<file path="src/rtl/seq_101_tx.sv">
// seq_101_tx
//   Serial frame transmitter feeding a "101" sequence-detecting receiver.
//   A word is accepted through a ready/load handshake. The frame is then
//   shifted out one bit per clock in this order:
//     - the preamble 1-0-1
//     - the payload, MSB first
//     - GAP idle zeros
//
// Parameters
//   DATA_W      payload width (1..32)
//   GAP         trailing idle-zero bits per frame (1..15)
//
// Ports
//   clk         rising-edge clock
//   rst         asynchronous, active-low reset
//   data_in     payload word, sampled only on an accepted load
//   load        send request, accepted when load && ready at a rising edge
//   ready       idle and able to accept a load
//   dout        serial output bit (registered)
//   busy        a frame (preamble, data or gap) is being driven
//   frame_done  one-cycle pulse during the last gap bit of each frame
//
// Every output is a flop. The next-state logic computes the value each
// output must carry in the coming cycle. The first preamble bit therefore
// appears on dout on the same edge that accepts the load.

module seq_101_tx #(
    parameter int DATA_W = 8,
    parameter int GAP    = 2
) (
    input  logic              clk,
    input  logic              rst,
    input  logic [DATA_W-1:0] data_in,
    input  logic              load,
    output logic              ready,
    output logic              dout,
    output logic              busy,
    output logic              frame_done
);

    // One counter is shared by all phases. It must reach the largest of
    // the preamble index (2), DATA_W-1 and GAP-1.
    localparam int CMAX  = (DATA_W > GAP) ? ((DATA_W > 3) ? DATA_W : 3)
                                          : ((GAP > 3) ? GAP : 3);
    localparam int CNT_W = $clog2(CMAX);

    localparam logic [CNT_W-1:0] PRE_LAST  = CNT_W'(2);
    localparam logic [CNT_W-1:0] DATA_LAST = CNT_W'(DATA_W - 1);
    localparam logic [CNT_W-1:0] GAP_LAST  = CNT_W'(GAP - 1);
    localparam logic [CNT_W-1:0] CNT_ONE   = CNT_W'(1);

    typedef enum logic [1:0] {
        S_IDLE,
        S_PRE,
        S_DATA,
        S_GAP
    } state_t;

    state_t            state_q, state_d;
    logic [CNT_W-1:0]  cnt_q, cnt_d;
    logic [DATA_W-1:0] shreg_q, shreg_d;
    logic              dout_d, busy_d, ready_d, fd_d;

    // State and output registers. Reset forces every output low at once,
    // including ready. ready only rises on the first edge after release,
    // because the IDLE branch below then requests it.
    always_ff @(posedge clk or negedge rst) begin
        if (!rst) begin
            state_q    <= S_IDLE;
            cnt_q      <= '0;
            shreg_q    <= '0;
            dout       <= 1'b0;
            busy       <= 1'b0;
            ready      <= 1'b0;
            frame_done <= 1'b0;
        end else begin
            state_q    <= state_d;
            cnt_q      <= cnt_d;
            shreg_q    <= shreg_d;
            dout       <= dout_d;
            busy       <= busy_d;
            ready      <= ready_d;
            frame_done <= fd_d;
        end
    end

    // Next-state logic. Each branch produces the output values for the
    // cycle that begins at the coming edge.
    always_comb begin
        state_d = state_q;
        cnt_d   = cnt_q;
        shreg_d = shreg_q;
        dout_d  = 1'b0;
        busy_d  = 1'b1;
        ready_d = 1'b0;
        fd_d    = 1'b0;

        case (state_q)
            S_IDLE: begin
                busy_d  = 1'b0;
                ready_d = 1'b1;
                // The registered ready gates acceptance. A load that arrives
                // while ready is still low after reset is therefore ignored.
                if (load && ready) begin
                    state_d = S_PRE;
                    cnt_d   = '0;
                    shreg_d = data_in;
                    dout_d  = 1'b1;        // preamble bit 0
                    busy_d  = 1'b1;
                    ready_d = 1'b0;
                end
            end

            S_PRE: begin
                if (cnt_q == PRE_LAST) begin
                    // The first payload bit goes out now. The register is
                    // shifted so that its MSB always holds the next bit to send.
                    state_d = S_DATA;
                    cnt_d   = '0;
                    dout_d  = shreg_q[DATA_W-1];
                    shreg_d = shreg_q << 1;
                end else begin
                    cnt_d  = cnt_q + CNT_ONE;
                    // Bit 0 is showing; the next bits are 0 and then 1.
                    dout_d = (cnt_q == CNT_ONE);
                end
            end

            S_DATA: begin
                if (cnt_q == DATA_LAST) begin
                    state_d = S_GAP;
                    cnt_d   = '0;
                    dout_d  = 1'b0;
                    // With a single gap bit, the first gap cycle is also the last.
                    fd_d    = (GAP == 1);
                end else begin
                    cnt_d   = cnt_q + CNT_ONE;
                    dout_d  = shreg_q[DATA_W-1];
                    shreg_d = shreg_q << 1;
                end
            end

            S_GAP: begin
                if (cnt_q == GAP_LAST) begin
                    state_d = S_IDLE;
                    cnt_d   = '0;
                    busy_d  = 1'b0;
                    ready_d = 1'b1;
                end else begin
                    cnt_d = cnt_q + CNT_ONE;
                    fd_d  = ((cnt_q + CNT_ONE) == GAP_LAST);
                end
            end

            default: begin
                state_d = S_IDLE;
                cnt_d   = '0;
                busy_d  = 1'b0;
            end
        endcase
    end

endmodule

</file>
<file path="config.mk">
export PLATFORM = sky130hd
export DESIGN_NAME = seq_101_tx
export DESIGN_NICKNAME = d
export VERILOG_FILES = /design/src/rtl/seq_101_tx.sv
export SDC_FILE = /design/constraint.sdc
export NUM_CORES = 1
export LEC_CHECK = 0
export CORE_ASPECT_RATIO = 1.4
export CORE_MARGIN = 1
export CORE_UTILIZATION = 41
export CTS_CLUSTER_SIZE = 24
export DETAILED_ROUTE_END_ITERATION = 8
export DONT_BUFFER_PORTS = 1
export SYNTH_ARGS = -nofsm -noshare
export SYNTH_HDL_FRONTEND = slang
export SYNTH_SLANG_ARGS = --single-unit
</file>
<file path="constraint.sdc">
create_clock -name clk -period 4.1 [get_ports clk]
set_input_delay 0.41 -clock clk [delete_from_list [all_inputs] [get_ports clk]]
set_output_delay 0.41 -clock clk [all_outputs]
set_load 0.05 [all_outputs]
</file>
==> results.sh <==
export IMPL_clk_latency_ns=0.29
export IMPL_syn_avg_cell_area_um2=11.1
export IMPL_worstPathArrival_ns=2.17
export IMPL_final_common_cell="dfrtp_1"
export IMPL_yosysSeqAreaShare_pct=42.3
export IMPL_die_w_um=43.9
export IMPL_setup_viol=0
export IMPL_finClkSkew_ns=0.00340
export IMPL_start_util_pct=44.7
export IMPL_whs_path_depth=2
export IMPL_cts_setup_buffers=0
export IMPL_synth_nets=112
export IMPL_port_buffers=0
export IMPL_whs_ns=0.262
export IMPL_numCtsBuffers=3
export IMPL_n_antenna_cell=0
export IMPL_dr_first_iter_drc_count=17
export IMPL_syn_to_final_growth_pct=4.85
export IMPL_cts_root_buf="clkbuf_4"
export IMPL_outcome="finished, final reports clean"
export IMPL_ir_drop_v=0.000393
export IMPL_drive_above_1_share_pct=14.9
export IMPL_fp_coreArea_um2=2250
export IMPL_min_path_type="in -> reg"
export IMPL_yosys_warnings=0
export IMPL_clock_sinks=17
export IMPL_boundaryPins=15
export IMPL_multiInputGateArea_um2=543
export IMPL_grt_pass1_wl_um=3100
export IMPL_fillers=217
export IMPL_worstMarginPinSlew_ns=0.765
export IMPL_startpoint="cnt_q[0]"
export IMPL_grt_overflow_total=0
export IMPL_ys_ff_latch=17
export IMPL_gp_congestion=0.778
export IMPL_wl_per_cell_um=15.1
export IMPL_via_per_inst=5.88
export IMPL_final_cell_mix="dfrtp_1 (17), ha_1 (10), mux2i_1 (7)"
export IMPL_dieHeight_um=60.6
export IMPL_cp_required_ns=4.32
export IMPL_rsz0062_at_grt="no"
export IMPL_endpoint_kind="register"
export IMPL_cts_max_path_buffers=2
export IMPL_fin_crit_sh_pct=47.5
export IMPL_antenna_left=0
export IMPL_h_tree_depth=1
export IMPL_reg2regPathDepth=6
export IMPL_setup_tns_ns=0
export IMPL_num_rows=20
export IMPL_vias=682
export IMPL_hold_viol=0
export IMPL_synth_distinct_cells=31
export IMPL_min_period_ns=1.95
export IMPL_final_max_slew_viol_count=0
export IMPL_p_per_area_nw_per_um2=896
export IMPL_p_leak_nw=0.471
export IMPL_grt_max_degree=18
export IMPL_cap_violations=0
export IMPL_antenna_found_initial=0
export IMPL_slew_headroom_pct=48.8
export IMPL_crit_type="reg -> reg"
export IMPL_synth_cells=91
export IMPL_path_clk_slew_ns=0.10
export IMPL_netlist_area_um2=1010
export IMPL_grt_usage_pct=16.4
export IMPL_final_nets=116
export IMPL_fin_util_pct=46.8
export IMPL_start_kind="register"
export IMPL_dp_hpwl_um=1330
export IMPL_wl_um=1750
export IMPL_rr_startpoint="cnt_q[0]"
export IMPL_dr_pass1_iters=6
export IMPL_placed_cells=111
export IMPL_dieArea_um2=2660
export IMPL_timing_fmax_ghz=0.514
export IMPL_fin_cells=116
export IMPL_hp_start="data_in[0]"
export IMPL_drc=0
export IMPL_cts_tree="yes"
export IMPL_grt_pass1_vias=716
export IMPL_path_max_fanout=16
export IMPL_seqCellArea_um2=425
-- sequential cells by signal, indices dropped and copies added (netlist names) --
name / count
shreg_q: 8
state_q: 2
dout: 1
frame_done: 1
busy: 1
cnt_q: 3
ready: 1
-- critical path: stages (launching register included) --
cell and delay [ns]:
dfrtp_1 0.43, ha_1 0.21, ha_1 0.20, a21o_1 0.19
a211oi_4 0.61, nor2_1 0.09, a21oi_1 0.14
-- synthesized netlist by cell type --
master	count	area (um^2)
dfrtp_1	17	425
ha_1	10	125
mux2i_1	7	70.1
a21oi_1	6	30.0
inv_1	6	22.5
nand2_1	5	18.8
nand3b_1	5	37.5
nor2_1	5	18.8
mux2_2	3	33.8
a21oi_2	2	17.5
nand2b_1	2	12.5
nand3_1	2	10.0
nor2_2	2	12.5
o21ai_1	2	10.0
a2111o_1	1	11.3
a211oi_4	1	20.0
a21boi_2	1	11.3
a21o_1	1	7.51
a222oi_1	1	10.0
a22oi_1	1	7.51
a22oi_2	1	12.5
a31oi_1	1	6.26
buf_6	1	11.3
clkbuf_1	1	3.75
mux2_1	1	11.3
nand2b_4	1	13.8
nor2b_1	1	6.26
nor3_1	1	5.00
nor3b_1	1	7.51
o31ai_1	1	7.51
o41ai_1	1	8.76
-- kinds of logic (layout without fill, tap and decap cells) --
| group | count (synthesis) | in the layout | share of synthesized area, % |
|---|---|---|---|
| DFF | 17 | 17 | 42.3 |
| adders and majority gates | 10 | 10 | 12.4 |
| buffers and inverters | 8 | 11 | 3.73 |
| muxes | 11 | 11 | 11.4 |
| AOI/OAI and AO/OA | 20 | 20 | 15.9 |
| and+or+nand+nor | 25 | 25 | 14.2 |
-- where the power goes --
part | internal, mW | total (mW) | switching, mW
clock network | 0.0379 | 0.0895 | 0.0516
registers | 0.245 | 0.347 | 0.102
logic | 0.224 | 0.508 | 0.284
total | 0.507 | 0.945 | 0.438
-- timing repair --
item / 4_1_cts / 5_1_grt
gates resized for setup: 0 / 0
hold buffers: 1 / 0
endpoints found under the setup margin: 0 / 0
endpoints found under the hold margin: 17 / 0
-- layer usage --
metal  routed length, um  global-route usage, %
met5                   0                      0
met4                  46                   12.1
met3                  66                   2.08
met2                 856                   26.7
met1                 778                   20.0
-- final cells by class --
cell class	instances	share of cell area [%]
Clock buffer	4	2.49
Inverter	6	2.14
Multi-Input combinational cell	66	51.5
Sequential cell	17	40.3
Tap cell	22	2.61
Timing Repair Buffer	1	0.949
-- worst paths after layout --
| check | end | slack (ns) |
|---|---|---|
| setup / recovery | shreg_q[1] | 2.15 |
| max in group asynchronous | shreg_q[2] | 3.00 |
| setup reg to reg | shreg_q[1] | 2.15 |
| min in group asynchronous | state_q[0] | 0.63 |
| hold / removal | shreg_q[0] | 0.26 |
| hold reg to reg | shreg_q[0] | 0.54 |
-- through the flow --
step / setup WS, ns / power, mW / instance area, um^2
after floorplan: 2.47 / 0.783 / 1010
after global placement: 2.22 / 0.847 / 1020
after detailed placement: 2.16 / 0.861 / 1020
after CTS: 2.14 / 0.957 / 1050
after global routing: 1.96 / 1.04 / 1050
final: 2.15 / 0.945 / 1050
Power figures use the tool's default switching activity.
